--- config.mk ---
export PLATFORM = sky130hd
export DESIGN_NAME = usb_in_ep_arb
export DESIGN_NICKNAME = d
export VERILOG_FILES = /design/src/rtl/usb_in_ep_arb.sv
export SDC_FILE = /design/constraint.sdc
export NUM_CORES = 1
export LEC_CHECK = 0
export CAP_MARGIN = 20
export CELL_PAD_IN_SITES_DETAIL_PLACEMENT = 1
export CELL_PAD_IN_SITES_GLOBAL_PLACEMENT = 1
export CORE_MARGIN = 2
export CORE_UTILIZATION = 29
export DETAILED_ROUTE_END_ITERATION = 8
export PLACE_DENSITY = 0.82
export SLEW_MARGIN = 0
export SYNTH_ARGS = -nofsm -noshare
export SYNTH_HDL_FRONTEND = slang
export SYNTH_SLANG_ARGS = --single-unit
--- constraint.sdc ---
create_clock -name clk -period 2.6 [get_ports clk]
set_input_delay 0.39 -clock clk [delete_from_list [all_inputs] [get_ports clk]]
set_output_delay 0.39 -clock clk [all_outputs]
set_load 0.005 [all_outputs]
--- src/rtl/usb_in_ep_arb.sv ---
// usb_in_ep_arb
//   Round-robin arbiter sharing one USB IN endpoint among NUM_EP requesters.
//   Arbitrates on req, requests the core endpoint, grants the winner, muxes
//   the winner's put/data/done/stall path to the core, and forcibly releases
//   an owner that stays silent for IDLE_MAX cycles.
// Ports
//   clk, reset              clock (posedge) and synchronous active-high reset
//   req/grant               per-requester request (level) / registered grant
//   data_put/data/data_done/stall   per-requester datapath inputs
//   data_free/acked         per-requester core status (owner only)
//   in_ep_req/in_ep_grant   request/grant handshake with the USB core
//   in_ep_data_free/in_ep_data_put/in_ep_data/in_ep_data_done/in_ep_stall/
//   in_ep_acked             muxed datapath to and status from the USB core
module usb_in_ep_arb #(
    parameter int NUM_EP   = 4,
    parameter int IDLE_MAX = 1023
) (
    input  logic                  clk,
    input  logic                  reset,
    input  logic [NUM_EP-1:0]     req,
    output logic [NUM_EP-1:0]     grant,
    input  logic [NUM_EP-1:0]     data_put,
    input  logic [8*NUM_EP-1:0]   data,
    input  logic [NUM_EP-1:0]     data_done,
    input  logic [NUM_EP-1:0]     stall,
    output logic [NUM_EP-1:0]     data_free,
    output logic [NUM_EP-1:0]     acked,
    output logic                  in_ep_req,
    input  logic                  in_ep_grant,
    input  logic                  in_ep_data_free,
    output logic                  in_ep_data_put,
    output logic [7:0]            in_ep_data,
    output logic                  in_ep_data_done,
    output logic                  in_ep_stall,
    input  logic                  in_ep_acked
);

    localparam int OW = (NUM_EP > 1) ? $clog2(NUM_EP) : 1;
    localparam int CW = (IDLE_MAX > 0) ? $clog2(IDLE_MAX + 1) : 1;

    typedef enum logic [1:0] {
        ST_IDLE       = 2'd0,
        ST_WAIT_GRANT = 2'd1,
        ST_ACTIVE     = 2'd2,
        ST_RELEASE    = 2'd3
    } state_t;

    state_t              state_q, state_d;
    logic [OW-1:0]       owner_q, owner_d;
    logic [OW-1:0]       last_q, last_d;
    logic [NUM_EP-1:0]   grant_q, grant_d;
    logic                in_ep_req_q, in_ep_req_d;
    logic [CW-1:0]       idle_cnt_q, idle_cnt_d;

    logic [OW-1:0]       pick_s;
    logic                found_s;
    logic                own_active_s;
    logic [7:0]          sel_data_s;
    logic [NUM_EP-1:0]   owner_onehot_s;

    // State register; owner and last survive release so late ACKs still route.
    always_ff @(posedge clk) begin
        if (reset) begin
            state_q     <= ST_IDLE;
            owner_q     <= {OW{1'b0}};
            last_q      <= OW'(NUM_EP - 1);
            grant_q     <= {NUM_EP{1'b0}};
            in_ep_req_q <= 1'b0;
            idle_cnt_q  <= {CW{1'b0}};
        end else begin
            state_q     <= state_d;
            owner_q     <= owner_d;
            last_q      <= last_d;
            grant_q     <= grant_d;
            in_ep_req_q <= in_ep_req_d;
            idle_cnt_q  <= idle_cnt_d;
        end
    end

    // Round-robin pick: first set req scanning last+1, last+2, ... modulo NUM_EP.
    always_comb begin
        found_s = 1'b0;
        pick_s  = owner_q;
        for (int k = 1; k <= NUM_EP; k++) begin
            if (!found_s && req[(int'(last_q) + k) % NUM_EP]) begin
                found_s = 1'b1;
                pick_s  = OW'((int'(last_q) + k) % NUM_EP);
            end else begin
                found_s = found_s;
            end
        end
    end

    assign owner_onehot_s = {{(NUM_EP-1){1'b0}}, 1'b1} << owner_q;

    // Next-state logic for arbitration, handshake and idle timeout.
    always_comb begin
        state_d     = state_q;
        owner_d     = owner_q;
        last_d      = last_q;
        grant_d     = grant_q;
        in_ep_req_d = in_ep_req_q;
        idle_cnt_d  = {CW{1'b0}};
        case (state_q)
            ST_IDLE: begin
                if (found_s) begin
                    owner_d     = pick_s;
                    in_ep_req_d = 1'b1;
                    state_d     = ST_WAIT_GRANT;
                end else begin
                    state_d = ST_IDLE;
                end
            end
            ST_WAIT_GRANT: begin
                // Withdrawal wins over a simultaneous core grant; last is kept.
                if (!req[owner_q]) begin
                    in_ep_req_d = 1'b0;
                    state_d     = ST_RELEASE;
                end else if (in_ep_grant) begin
                    grant_d = owner_onehot_s;
                    last_d  = owner_q;
                    state_d = ST_ACTIVE;
                end else begin
                    state_d = ST_WAIT_GRANT;
                end
            end
            ST_ACTIVE: begin
                // Done, withdrawal or timeout all exit; done is still forwarded this cycle.
                if (data_done[owner_q] || !req[owner_q] || (idle_cnt_q == CW'(IDLE_MAX))) begin
                    grant_d     = {NUM_EP{1'b0}};
                    in_ep_req_d = 1'b0;
                    state_d     = ST_RELEASE;
                end else if (data_put[owner_q]) begin
                    idle_cnt_d = {CW{1'b0}};
                end else begin
                    idle_cnt_d = idle_cnt_q + CW'(1);
                end
            end
            ST_RELEASE: begin
                state_d = ST_IDLE;
            end
            default: begin
                grant_d     = {NUM_EP{1'b0}};
                in_ep_req_d = 1'b0;
                state_d     = ST_IDLE;
            end
        endcase
    end

    // Byte mux from the current owner.
    always_comb begin
        sel_data_s = 8'h00;
        for (int i = 0; i < NUM_EP; i++) begin
            if (owner_q == OW'(i)) begin
                sel_data_s = data[8*i +: 8];
            end else begin
                sel_data_s = sel_data_s;
            end
        end
    end

    assign own_active_s = (state_q == ST_ACTIVE) && grant_q[owner_q];

    // Puts are also gated by the core grant so a mid-packet grant drop stalls the stream.
    assign in_ep_data_put  = own_active_s & data_put[owner_q] & in_ep_data_free & in_ep_grant;
    assign in_ep_data      = own_active_s ? sel_data_s : 8'h00;
    assign in_ep_data_done = own_active_s & data_done[owner_q];
    assign in_ep_stall     = own_active_s & stall[owner_q];
    assign data_free       = {NUM_EP{own_active_s & in_ep_data_free}} & grant_q;
    assign acked           = in_ep_acked ? owner_onehot_s : {NUM_EP{1'b0}};
    assign grant           = grant_q;
    assign in_ep_req       = in_ep_req_q;

endmodule

==> results_dict.tcl <==
set metrics [dict create \
    p_clk_share_pct 23.8 \
    vias_per_cell 5.13 \
    multiInputGateArea_um2 1030 \
    p_sw_uw 264 \
    overflow 0 \
    setup_viol_count_final 0 \
    ctsHtreeMaxLevel 1 \
    port_buffers 76 \
    yosysTopAreaCellShare_pct 27.6 \
    setup.worst_path.end_class "output port" \
    critPathMaxFanout 8 \
    rsz0062_at_grt "no" \
    whs_path_depth 1 \
    wl_per_cell_um 17.8 \
    worstSkewPairLatency_ns 0.26 \
    cellLeakagePower_nw 0.942 \
    die_h_um 76.5 \
    setup_tns_ns 0 \
    core_um2 5070 \
    ant_nets 0 \
    slowest_stage "mux4_2" \
    syn_nets 218 \
    gp_congestion 0.804 \
    nFillCells 598 \
    antenna_found_initial 0 \
    rr_startpoint "owner_q[0]" \
    n_antenna_cell 0 \
    crit_chain "buf_6 -> buf_4 -> mux4_2 -> and3_1 -> clkdlybuf4s50_1" \
    timing.final.crit_share_pct 96.9 \
    maxCapViolations 0 \
    synthesis.area_um2 1520 \
    hold_end "idle_cnt_q[0]" \
    grt_pass1_vias 1719 \
    yosys_warnings 0 \
    die_x_um 76.5 \
    slowest_delay_ns 0.51 \
    drc 0 \
    rows 26 \
    worstSetupPathType "reg2out" \
    dp.cells 305 \
    postSynthRegisterBits 21 \
    grt_pass1_wl_mm 8.93 \
    yosys.cell_types.count 37 \
    arrival_ns 2.13 \
    synth.area.top_cells "dfxtp_1 28%, mux4_1 10%, mux4_2 10%, and3_1 7.4%, ha_1 4.9%" \
    slew_violations 0 \
    maxSlewHeadroom_pct 63.9 \
    grt_max_degree 17 \
    yosysSeqAreaShare_pct 27.6 \
    firstDrtPassIters 4 \
    hpwl_mm 4.46 \
    worstRegToRegCells 6 \
    rrSetupSlack_ns 0.43 \
    nets 301 \
    track_usage_pct 19.2 \
    hold_buffers 0 \
    cts_sinks 21 \
    cp_data_required_time_ns 2.21 \
    cts_tree "built" \
    p_int_uw 651 \
    regArea_um2 424 \
    num_vias 1594 \
    cts_buffer_depth 2 \
    post-route-util_pct 48.3 \
    yosysTopAreaCell "dfxtp_1" \
    min_from "idle_cnt_q[0]" \
    hold_violations 0 \
    clock.fmax_mhz 397 \
    floorplan.die_area_um2 5850 \
    ir_worst_vdd_mv 0.160 \
    cts_buffers 3 \
    seq_power_share_pct 39.4 \
    worstMarginPinSlew_ns 0.539 \
    netlist_instances 159 \
    syn_area_per_cell_um2 9.58 \
    drive_above_1_share_pct 10.4 \
    period_needed_ns 2.52 \
    start_util_pct 30.0 \
    ios 77 \
    wl_mm 5.52 \
    clk_pin_slew_ns 0.08 \
    skew_ns 0.00446 \
    hold_class "reg2reg" \
    first_iter_violations 53 \
    power_frac_comb_pct 36.8 \
    outcome "finished, final reports clean" \
    p_per_area_nw_per_um2 373 \
    r2r-end "grant[3]" \
    syn2layout_area_growth_pct 61.0 \
    clock-root-buffer "clkbuf_8" \
    switching_share_pct 28.8 \
    start_kind "register" \
    layout.cells.non_filler 311 \
]
## cell usage after synthesis
cell type / number
a211o_1: 3
a211oi_1: 1
a21oi_1: 5
a21oi_2: 1
a221o_1: 2
a22oi_1: 1
a31oi_4: 1
and2_1: 2
and3_1: 18
and4_1: 1
buf_6: 2
clkbuf_1: 5
dfxtp_1: 21
ha_1: 6
inv_1: 9
mux2_2: 1
mux4_1: 6
mux4_2: 7
nand2_1: 9
nand2_2: 1
nand2b_1: 4
nand3_1: 5
nand3b_1: 1
nand4_1: 1
nand4b_1: 1
nor2_1: 19
nor3_1: 2
nor4_1: 1
o211ai_1: 1
o21ai_0: 4
o22ai_1: 1
o32ai_1: 4
or2b_1: 1
or3_1: 2
or4_1: 1
xnor2_1: 4
xor2_1: 5
## stage by stage
stage               area (um^2)  worst slack, ns  total power, mW  hold slack (ns)
floorplan                  1520            0.648            0.536            0.430
finish                     2450           0.0809            0.915            0.473
detailed placement         2380            0.166            0.697            0.463
global placement           2380            0.184            0.680            0.449
CTS                        2430          0.00569            0.919            0.481
global route               2450           0.0115            0.966            0.494
## flip-flops by register name, summed over array words and instances, names as in the netlist, named ones only
signal,cells
idle_cnt_q,10
last_q,2
owner_q,2
state_q,1
grant,4
in_ep_req,1
## metal layers
metal / wire [um] / track usage, % / share of wire (%) / vias to the layer above
li1: - / - / - / 758
met1: 2180 / 21.6 / 40 / 768
met2: 2920 / 37.3 / 53 / 64
met3: 367 / 3.20 / 6.6 / 4
met4: 51 / 4.18 / 0.92 / 0
met5: 0 / 0 / 0 / -
## power groups by stage
stage / sequential [mW] / combinational, mW / clock (mW)
2_1_floorplan: 0.357 / 0.179 / 0
3_3_place_gp: 0.364 / 0.316 / 0
6_report: 0.360 / 0.337 / 0.217
5_1_grt: 0.363 / 0.366 / 0.237
4_1_cts: 0.360 / 0.335 / 0.224
3_5_place_dp: 0.366 / 0.331 / 0
## timing repair
item	4_1_cts	5_1_grt
setup buffers	0	2
setup endpoints to repair	9	8
pin swaps	0	0
cloned	0	0
resized for setup	2	1
## kinds of logic (layout without fill, tap and decap cells)
| group | after synthesis | after routing | synth area share [%] |
|---|---|---|---|
| xor+xnor | 9 | 9 | 5.18 |
| compound gates | 24 | 24 | 12.2 |
| fa+ha+maj | 6 | 6 | 4.93 |
| simple gates | 69 | 69 | 23.7 |
| mux | 14 | 14 | 21.4 |
| flops | 21 | 21 | 27.6 |
| buf+inv | 16 | 98 | 4.93 |
## how the worst max path moves through the flow
stage	to	slack, ns	from	cells after the start
after global routing	in_ep_data[5]	0.01	owner_q[0]	5
after detailed placement	in_ep_data_put	0.17	data_put[1]	4
after floorplan	in_ep_data[2]	0.65	owner_q[0]	4
final	in_ep_data[5]	0.08	owner_q[0]	5
after CTS	in_ep_data_put	0.006	owner_q[0]	4
after global placement	in_ep_data_put	0.18	data_put[1]	4
## worst max-delay path, delay by kind of cell (launching register included)
family                 cells  cell delay (ns)
buffers and inverters      3             0.78
AND/OR/NAND/NOR            1             0.21
multiplexers               1             0.51
flip-flops                 1             0.38
## final cells by class
cell class / count / share of cell area [%]
inverters: 9 / 1.38
clock buffers: 3 / 1.68
well taps: 70 / 3.57
clock inverters: 1 / 0.204
multi-input cells: 122 / 41.9
flip-flops and latches: 21 / 17.3
repair buffers: 85 / 33.9
## cell usage in the layout (no fill, tap or decap), types with 2 or more instances in the layout
cell,netlist,routed
nand2_1,9,9
or3_1,2,2
ha_1,6,6
clkdlybuf4s50_1,0,76
a211o_1,3,3
nand2b_1,4,4
and3_1,18,18
o21ai_0,4,4
buf_4,0,8
xnor2_1,4,4
mux4_1,6,6
nor2_1,19,19
clkbuf_8,0,3
o32ai_1,4,4
mux4_2,7,7
a221o_1,2,2
dfxtp_1,21,20
inv_1,9,9
nor3_1,2,2
a21oi_1,5,5
nand3_1,5,5
and2_1,2,2
xor2_1,5,5
(Power assumes the default switching activity.)
